[config.mk]
export PLATFORM = sky130hd
export DESIGN_NAME = down_timer_counter
export DESIGN_NICKNAME = d
export VERILOG_FILES = /design/src/rtl/down_timer_counter.sv
export SDC_FILE = /design/constraint.sdc
export NUM_CORES = 1
export LEC_CHECK = 0
export BUFFER_PORTS_ARGS = -buffer_cell sky130_fd_sc_hd__buf_4
export CAP_MARGIN = 10
export CORE_MARGIN = 4
export CORE_UTILIZATION = 45
export DETAILED_ROUTE_END_ITERATION = 12
export PLACE_DENSITY = 0.8
export SYNTH_ARGS = -nofsm -noshare
export SYNTH_HDL_FRONTEND = slang
export SYNTH_SLANG_ARGS = --single-unit
[constraint.sdc]
create_clock -name clk -period 1.7 [get_ports clk]
set_input_delay 0.255 -clock clk [delete_from_list [all_inputs] [get_ports clk]]
set_output_delay 0.255 -clock clk [all_outputs]
set_load 0.1 [all_outputs]
[src/rtl/down_timer_counter.sv]
// Purpose: loadable down-counter/timer with terminal-count pulse and optional auto-reload.
// Latency: q shows load_val one edge after start; done pulses N enabled edges later.
// Backpressure: none; enable=0 freezes the count, stop aborts to IDLE.
module down_timer_counter #(
    parameter int WIDTH = 4
) (
    input  logic             clk,
    input  logic             reset,
    input  logic             start,
    input  logic             stop,
    input  logic             enable,
    input  logic             auto_reload,
    input  logic [WIDTH-1:0] load_val,
    output logic [WIDTH-1:0] q,
    output logic             busy,
    output logic             done
);

    typedef enum logic {
        ST_IDLE = 1'b0,
        ST_RUN  = 1'b1
    } state_t;

    localparam logic [WIDTH-1:0] CNT_ZERO = '0;
    localparam logic [WIDTH-1:0] CNT_ONE  = {{(WIDTH-1){1'b0}}, 1'b1};

    state_t           state_q, state_d;
    logic [WIDTH-1:0] cnt_q, cnt_d;
    logic [WIDTH-1:0] reload_q, reload_d;
    logic             done_q, done_d;

    // State, count, reload value and done pulse registers; reset clears everything silently.
    always_ff @(posedge clk or negedge reset) begin
        if (!reset) begin
            state_q  <= ST_IDLE;
            cnt_q    <= '0;
            reload_q <= '0;
            done_q   <= 1'b0;
        end else begin
            state_q  <= state_d;
            cnt_q    <= cnt_d;
            reload_q <= reload_d;
            done_q   <= done_d;
        end
    end

    // Next-state logic; priority is stop > start > terminal count > decrement.
    always_comb begin
        state_d  = state_q;
        cnt_d    = cnt_q;
        reload_d = reload_q;
        done_d   = 1'b0;

        unique case (state_q)
            ST_IDLE: begin
                // stop outranks start even in IDLE, so start+stop together loads nothing
                if (start && !stop) begin
                    if (load_val != CNT_ZERO) begin
                        cnt_d    = load_val;
                        reload_d = load_val;
                        state_d  = ST_RUN;
                    end else begin
                        // zero-length timer: immediate terminal count, never enters RUN
                        cnt_d  = CNT_ZERO;
                        done_d = 1'b1;
                    end
                end
            end
            ST_RUN: begin
                if (stop) begin
                    state_d = ST_IDLE;
                end else if (start) begin
                    if (load_val != CNT_ZERO) begin
                        cnt_d    = load_val;
                        reload_d = load_val;
                    end else begin
                        cnt_d   = CNT_ZERO;
                        done_d  = 1'b1;
                        state_d = ST_IDLE;
                    end
                end else if (cnt_q == CNT_ZERO) begin
                    // unreachable in normal operation; recover rather than wrap below zero
                    state_d = ST_IDLE;
                end else if (enable) begin
                    if (cnt_q == CNT_ONE) begin
                        done_d = 1'b1;
                        if (auto_reload) begin
                            cnt_d = reload_q;
                        end else begin
                            cnt_d   = CNT_ZERO;
                            state_d = ST_IDLE;
                        end
                    end else begin
                        cnt_d = cnt_q - CNT_ONE;
                    end
                end
            end
            default: begin
                state_d = ST_IDLE;
            end
        endcase
    end

    // Outputs come straight from registers; busy is a decode of the state flop.
    always_comb begin
        q    = cnt_q;
        busy = (state_q == ST_RUN);
        done = done_q;
    end

endmodule

==> results of run 1 <==
[worst max-delay path by stage]
stage               from  slack, ns  depth (start not counted)   end
floorplan           q[1]      -0.22                          5  q[2]
global placement    q[1]      -0.02                          6  q[0]
detailed placement  q[1]      -0.09                          6  q[0]
CTS                 q[0]      -0.07                          5  q[2]
global route        q[1]      -0.11                          6  q[0]
finish              q[0]      -0.07                          5  q[2]
[placed cells by master (no fill, tap or decap), types with 3 or more instances in the layout]
cell,n
mux2_2,4
o31ai_1,3
nand2_1,4
dfrtp_1,6
clkbuf_4,3
nor2_1,5
nand3_1,3
buf_4,22
[per-stage QoR]
step | power [mW] | TNS (ns) | cell area, µm² | setup slack [ns] | utilization [%]
after global routing | 1.033 | -0.4374 | 938.4 | -0.1096 | 72.12
final | 0.9863 | -0.1890 | 938.4 | -0.06985 | 72.12
after CTS | 0.9482 | -0.1552 | 875.8 | -0.07008 | 67.31
after floorplan | 0.5899 | -0.6518 | 638.1 | -0.2192 | -
after detailed placement | 0.7148 | -0.2413 | 807.0 | -0.09439 | 62.02
after global placement | 0.7048 | -0.05704 | 807.0 | -0.02174 | 62.02
[metal layers]
metal / track usage (%) / part of all wire, % / vias to the layer above / wire length, µm
met5: 0 / 0 / - / 0
li1: - / - / 271 / -
met2: 23.45 / 50 / 34 / 859
met1: 23.02 / 38 / 286 / 654
met4: 9.357 / 3.1 / 0 / 54
met3: 5.179 / 9.1 / 8 / 157
[registers in the layout, summed over array words and instances, names as in the netlist]
signal    count
done          1
q             4
reload_q      4
busy          1
[repair_timing]
| item | 4_1_cts | 5_1_grt |
|---|---|---|
| cloned | 0 | 0 |
| endpoints found under the hold margin | 10 | 0 |
| setup endpoints to repair | 5 | 5 |
| setup buffers | 2 | 1 |
| pin swaps | 0 | 1 |
| hold buffers | 1 | 0 |
| resized for setup | 3 | 11 |
[area by class of cell]
type	count	area share, %
Multi-Input combinational cell	45	44.80
Sequential cell	10	27.73
Timing Repair Buffer	24	19.87
Clock buffer	4	3.867
Tap cell	15	2.000
Inverter	3	1.733
[report_power, final]
group / internal (mW) / total [mW] / switching, mW
sequential: 0.280 / 0.330 / 0.0498
clock: 0.130 / 0.221 / 0.0906
combinational: 0.163 / 0.436 / 0.272
[kinds of logic after synthesis]
logic type	count (synthesis)	share of synthesized area (%)
AO/OA/AOI/OAI	11	16.80
XOR/XNOR	1	1.400
adder cells (fa/ha/maj)	3	6.001
buffers and inverters	3	1.800
flip-flops	10	40.00
multiplexers	5	9.599
AND/OR/NAND/NOR	25	24.40
==> metrics, run 1 <==
DP Wirelength 1199 µm; Syn Inst Count 58; Worst Path Buf+Inv 1; clock buffer depth 2; Worst Hold Class in -> reg; outcome finished, violations left; Synth area leader dfrtp_1; DRT antenna net count 0; fmax 565.0 MHz; Slew HR 71.80%; antenna cells 0; first-pass GRT wire length 2484 µm; Hold Path Sink done; Filler Cells Inserted 102; Worst Skew 0.0001679 ns; Top Ports 16; worst-margin pin slew 0.4214 ns; Worst-path clk slew 0.07 ns; Sequential Area 260.3 µm²; via/cell ratio 5.931; Pins Over Slew Limit 0; Setup crit end kind flop; DRC 0; slowest CP cell dfrtp_4; final wirelength 1726 µm; CP Class reg -> reg; crit path cell chain inv_4 -> ha_4 -> or3b_4 -> a32oi_4 -> mux2_4; R2R depth 5; CTS sink cnt 10; Initial DRC Count 13; number of global-route vias before repair 540; root buffer cell clkbuf_4; Worst-Skew Late Latency 0.27 ns; layout cells sized above 1 58.14%; Post-synth top cells 10 x dfrtp_1, 5 x nor2_1, 4 x mux2_2, 4 x nand2_1; Initial DRT Pass Iterations 4; Syn-to-layout area delta 50.00%; VDD IR-drop max 644.2 µV; failing checks setup timing; Pwr per Cell Area 1051 nW/µm²; reg-to-reg startpoint q[0]; I/O Buffers 15; crit start category flop; reg2reg setup slack -0.07 ns; Critical Path Fanout Max 4; RSZ-0062 raised after global routing true; total number of vias 599; routed len/inst 17.09 µm; Rows 13; die width 45.29 µm; max incr delay on CP 0.52 ns; Synth area leaders dfrtp_1 40%, mux2_2 7.2%, ha_1 6.0%, a32oi_4 4.4%, o31ai_1 3.6%; Multi-input gate area 420.4 µm²; Worst EP required 1.86 ns; Distinct cells, synth 28; Setup WS post-layout -0.06985 ns; Post-synth top flop dfrtp_1; fin crit share 104.1%; initial cell density of the core 48.08%; register area share after synthesis 40.00%; most common cell in the netlist dfrtp_1; final setup fails 4; final hold viol count 0; Synth top area share 40.00%; H-tree Lvls 1; Syn Std Cell Area 625.6 µm²; Tmin final 1.770 ns; GPL Wtd Cong 0.8245; FFs w/ async S/R, synth 100.0%; pin count of the biggest net entering global routing 11; synthesis-stage register bit count 10; die height 45.29 µm; Core Area 1301 µm²; initial antenna violation count 0; Worst Hold Launch stop; GRT Residual Overflow 0; worst hold path stage count 2; r2r endpoint q[2]; Syn Nets 71; Max Cap Viol 0; cell count after placement 93; Top delay family on crit path flip-flops; Post-synth EDFFs 0; Die Area 2051 µm²; Leakage 0.3997 nW; CTS tree done; clock buffer count from CTS 3; hold slack 0.1878 ns; Total Routing Usage GR 16.87%; CP Data Arrival Time 1.93 ns; fin cells 101; syn_area_per_cell 10.79 µm²; Ys Warns 0; Nets 100
Power figures use the tool's default switching activity.
==> run 2: changes to the inputs <==
--- a/constraint.sdc
+++ b/constraint.sdc
@@ -3,2 +3,2 @@
 set_output_delay 0.255 -clock clk [all_outputs]
-set_load 0.1 [all_outputs]
+set_load 0.05 [all_outputs]
==> run 2 against run 1 <==
The run still ends with setup timing left. Fmax increased by 4.0%. Sequential cell count unchanged. Critical endpoint unchanged. Via count decreased by 1.7%.
==> metrics, run 2 (synthesized netlist as in run 1, its figures left out) <==
GPL Wtd Cong 0.8579 (+4.1%); Finished Core Util 68.94% (-3.2 points); DRC 0 (unchanged); Worst EP required 1.87 ns (about the same); Setup crit end kind flop; clock buffer count from CTS 3 (unchanged); worst-margin pin slew 0.4011 ns (-0.02027 ns); Worst-path clk slew 0.07 ns (about the same); I/O Buffers 15 (unchanged); number of global-route vias before repair 559 (+3.5%); root buffer cell clkbuf_4; highest-count cells in the layout ignoring fill and taps 20 x buf_4, 8 x dfrtp_1, 5 x nor2_1; crit start category flop; Pins Over Slew Limit 0 (unchanged); dpl ws -0.06326 ns (+0.03113 ns); Setup WS post-layout -0.002335 ns (+0.06751 ns); crit path cell chain inv_2 -> ha_1 -> or3b_4 -> a32oi_4 -> mux2_4; fin cells 99 (-2.0%); outcome finished, violations left; final wirelength 1610 µm (-6.7%); layout cells sized above 1 53.57% (-4.6 points); Tot Pwr 837.2 µW (-15%); Filler Cells Inserted 108 (+5.9%); Slew HR 73.16% (+1.4 points); routed len/inst 16.26 µm (-4.8%); Worst Skew 0.004879 ns (+0.004711 ns); final setup fails 1 (-3); failing checks setup timing; pin count of the biggest net entering global routing 11 (unchanged); clock buffer depth 2 (unchanged); Initial DRC Count 20 (+7); total number of vias 589 (-1.7%); Critical Path Fanout Max 4 (unchanged); Core Area 1301 µm² (unchanged); metal3 WL 107 µm (-32%); via/cell ratio 5.949 (+0.32%); H-tree Lvls 1 (unchanged); fin crit share 100.1% (-4.0 points); max incr delay on CP 0.44 ns (-0.08 ns); RSZ-0062 raised after global routing true; hold slack 0.1986 ns (+0.01081 ns); Syn-to-layout area delta 43.40%; Met1 Wirelength 677 µm (+3.5%); fmax 587.4 MHz (+4.0%); CP Class reg -> reg; Initial DRT Pass Iterations 4 (unchanged); DP Wirelength 1071 µm (-11%); cell count after placement 91 (-2.2%); die width 45.29 µm (unchanged); met2 WL post-DR 763 µm (-11%); Leakage 0.3883 nW (-2.9%); Max Cap Viol 0 (unchanged); Tmin final 1.702 ns (-0.06751 ns); Fin Setup TNS -0.002335 ns (+0.1867 ns); antenna cells 0 (unchanged); GRT Residual Overflow 0 (unchanged); Rows 13 (unchanged); top layer in use met4; Post-Layout Inst Area 897.1 µm² (-4.4%); CTS sink cnt 10 (unchanged); initial antenna violation count 0 (unchanged); Nets 98 (-2.0%); Total Routing Usage GR 18.09% (+1.2 points); R2R depth 5 (unchanged); DRT antenna net count 0 (unchanged); CTS tree done; CP Data Arrival Time 1.87 ns (-0.06 ns); Worst-Skew Late Latency 0.28 ns (about the same); most common cell after layout, fill and taps aside buf_4; die height 45.29 µm (unchanged); Pwr per Cell Area 933.2 nW/µm² (-11%); Worst Hold Class in -> reg; Die Area 2051 µm² (unchanged); final hold viol count 0 (unchanged); slowest CP cell dfrtp_2; initial cell density of the core 48.08% (unchanged); placed inst area 792.0 µm² (-1.9%); VDD IR-drop max 582.5 µV (-9.6%); Top Ports 16 (unchanged); first-pass GRT wire length 2518 µm (+1.4%); worst hold path stage count 2 (unchanged)
-- run 2: changes by cell type in the layout (fill, tap and decap cells not counted), sizes merged --
| cell | delta |
|---|---|
| buf | -2 |
-- run 2: metal layers --
layer	GRT usage (%)	vias to the layer above
met1	22.22	283
li1	-	268
met3	3.984	9
met5	0	-
met2	27.12	29
met4	14.04	0
-- run 2: what timing repair did --
action / in CTS / in global routing
hold buffers: 1 / 0
setup buffers: 2 / 2
pin swaps: 1 / 3
gates resized for setup: 1 / 7
endpoints found under the setup margin: 2 / 5
endpoints found under the hold margin: 10 / 0
-- run 2: where the power goes --
| part | switching [mW] | internal (mW) | total (mW) |
|---|---|---|---|
| clock | 0.0931 | 0.0912 | 0.184 |
| combinational | 0.185 | 0.148 | 0.333 |
| sequential | 0.0455 | 0.274 | 0.320 |
-- run 2: layout make-up --
| class | count | area (µm²) | area share, % |
|---|---|---|---|
| Tap cell | 15 | 18.77 | 2.092 |
| Inverter | 3 | 13.76 | 1.534 |
| Multi-Input combinational cell | 45 | 414.1 | 46.16 |
| Clock buffer | 4 | 26.28 | 2.929 |
| Timing Repair Buffer | 22 | 171.4 | 19.11 |
| Sequential cell | 10 | 252.7 | 28.17 |
-- run 2: critical path: cells and delay by family, from the launching register on --
kind | cells | cell delay [ns]
AOI/OAI and AO/OA | 1 | 0.23
adders and majority gates | 1 | 0.13
buffers and inverters | 1 | 0.07
DFF | 1 | 0.44
muxes | 1 | 0.32
and+or+nand+nor | 1 | 0.41
-- run 2: final timing paths --
check / from / to / slack (ns)
max in group asynchronous: reset / q[1] / 1.20
min in group asynchronous: reset / q[0] / 0.34
worst min-delay path: stop / done / 0.20
worst min register to register: reload_q[1] / reload_q[1] / 0.52
worst max-delay path: q[0] / q[2] / -0.002
worst max register to register: q[0] / q[2] / -0.002
==> run 3: changes to the inputs <==
CORE_AREA = 4 4 41 43   (was not set)
CORE_MARGIN = not set   (was 4)
CORE_UTILIZATION = not set   (was 45)
DIE_AREA = 0 0 45 47   (was not set)
clock period = 2 ns   (was 1.7 ns; I/O delays follow)
==> run 3 against run 2 <==
The flow now finishes without violations. Sequential share of layout area rose by 2.8 points. Sequential power fell by 16%. Cell area fell by 9.5%. Critical path type unchanged.
==> metrics, run 3 (synthesized netlist as in run 1, its figures left out) <==
routed len/inst 15.14 µm (-6.9%); die height 47 µm (+3.8%); GRT Residual Overflow 0 (unchanged); Tot Pwr 695.1 µW (-17%); Initial DRC Count 2 (-90%); DRT antenna net count 0 (unchanged); crit start category flop; dpl ws 0.2034 ns (+0.2667 ns); Top delay family on crit path compound AO/OA/AOI/OAI gates; Sequential Area 251.5 µm² (-0.49%); Leakage 0.3655 nW (-5.9%); CP Class reg -> reg; most common cell after layout, fill and taps aside buf_4; Worst Hold Launch stop; Worst EP required 2.20 ns (+0.33 ns); via/cell ratio 5.553 (-6.7%); Worst-Skew Late Latency 0.27 ns (about the same); die width 45 µm (-0.63%); root buffer cell clkbuf_4; Multi-input gate area 364.1 µm² (-12%); Worst Path Buf+Inv 1 (unchanged); reg2reg setup slack 0.19 ns (+0.20 ns); final setup fails 0 (-1); Fin Setup TNS 0 ns (+0.002335 ns); I/O Buffers 15 (unchanged); Hold Buf Count CTS 1 (unchanged); Critical Path Fanout Max 9 (+5); crit path cell chain inv_1 -> ha_1 -> nor3b_4 -> nand3_1 -> a2111oi_0 -> a221o_2; slowest CP cell dfrtp_2; worst-margin pin slew 0.3784 ns (-0.02275 ns); Post-Layout Inst Area 812.0 µm² (-9.5%); pin count of the biggest net entering global routing 11 (unchanged); Worst-path clk slew 0.08 ns (about the same); final wirelength 1423 µm (-12%); Core Area 1301 µm² (unchanged); Worst Skew 0.009413 ns (+0.004534 ns); Worst Hold Class in -> reg; initial cell density of the core 48.08% (unchanged); CTS tree done; max incr delay on CP 0.43 ns (about the same); Rows 13 (unchanged); Nets 93 (-5.1%); total number of vias 522 (-11%); outcome finished clean; worst setup path start q[1]; Total Routing Usage GR 17.00% (-1.1 points); RSZ-0062 raised after global routing false; VDD IR-drop max 391.7 µV (-33%); antenna cells 0 (unchanged); highest-count cells in the layout ignoring fill and taps 16 x buf_4, 9 x dfrtp_1, 5 x nor2_1; final hold viol count 0 (unchanged); worst hold path stage count 2 (unchanged); Tmin final 1.807 ns (+0.1046 ns); Hold Path Sink busy; fin crit share 90.35% (-9.8 points); Die Area 2115 µm² (+3.1%); clock buffer count from CTS 3 (unchanged); CP Data Arrival Time 2.01 ns (+0.14 ns); DP Wirelength 1157 µm (+8.0%); Top Ports 16 (unchanged); Setup WS post-layout 0.1931 ns (+0.1954 ns); placed inst area 765.7 µm² (-3.3%); layout cells sized above 1 41.77% (-12 points); Pwr per Cell Area 856.0 nW/µm² (-8.3%); Filler Cells Inserted 110 (+1.9%); number of global-route vias before repair 543 (-2.9%); Max Cap Viol 0 (unchanged); r2r endpoint q[0]; Setup crit end kind flop; CTS sink cnt 10 (unchanged); H-tree Lvls 1 (unchanged); Initial DRT Pass Iterations 2 (-2); initial antenna violation count 0 (unchanged); Slew HR 74.12% (+0.96 points); GPL Wtd Cong 0.7859 (-8.4%); R2R depth 6 (+1); first-pass GRT wire length 2566 µm (+1.9%); cts repair resizes 0 (-1); Syn-to-layout area delta 29.80%; Post-CTS Setup Bufs 0 (-2); Pins Over Slew Limit 0 (unchanged); fmax 553.4 MHz (-5.8%); reg-to-reg startpoint q[1]; DRC 0 (unchanged); clock buffer depth 2 (unchanged)
[run 3: cell count changes in the layout (fill, tap and decap cells not counted), moves of 2 or more]
cell | before | now
nand3_1 | 1 | 3
nand3_2 | 2 | 0
inv_1 | 1 | 3
a2111oi_0 | 0 | 2
buf_4 | 20 | 16
[run 3: through the flow]
stage | hold slack, ns | util, % | std cells
2_1_floorplan | 0.004409 | - | 58
3_3_place_gp | 0.1380 | 58.85 | 89
3_5_place_dp | 0.1387 | 58.85 | 89
4_1_cts | 0.2129 | 62.40 | 94
5_1_grt | 0.2115 | 62.40 | 94
6_report | 0.2188 | 62.40 | 94
[run 3: final cells by class]
cell class | instances | share of cell area, %
clock buffers | 4 | 4.468
inverters | 3 | 1.387
flip-flops and latches | 10 | 30.97
repair buffers | 17 | 16.02
multi-input cells | 45 | 44.84
well taps | 15 | 2.311
[run 3: power by group]
| group | switching [mW] | total [mW] | internal (mW) |
|---|---|---|---|
| logic | 0.137 | 0.238 | 0.102 |
| clock network | 0.0765 | 0.187 | 0.111 |
| registers | 0.0371 | 0.270 | 0.233 |
| total | 0.250 | 0.695 | 0.445 |
[run 3: how the worst max path moves through the flow]
stage / end / slack, ns / depth (start not counted)
after global placement: q[2] / 0.24 / 5
after CTS: q[0] / 0.19 / 6
after detailed placement: q[0] / 0.20 / 6
after floorplan: q[2] / 0.02 / 5
after global routing: q[0] / 0.03 / 6
final: q[0] / 0.19 / 6
[run 3: metal layers]
metal	global-route usage [%]	wire (µm)	vias to the layer above
met4	8.772	21	0
met5	0	0	-
met2	28.53	711	15
li1	-	-	255
met3	3.831	86	4
met1	20.37	603	248
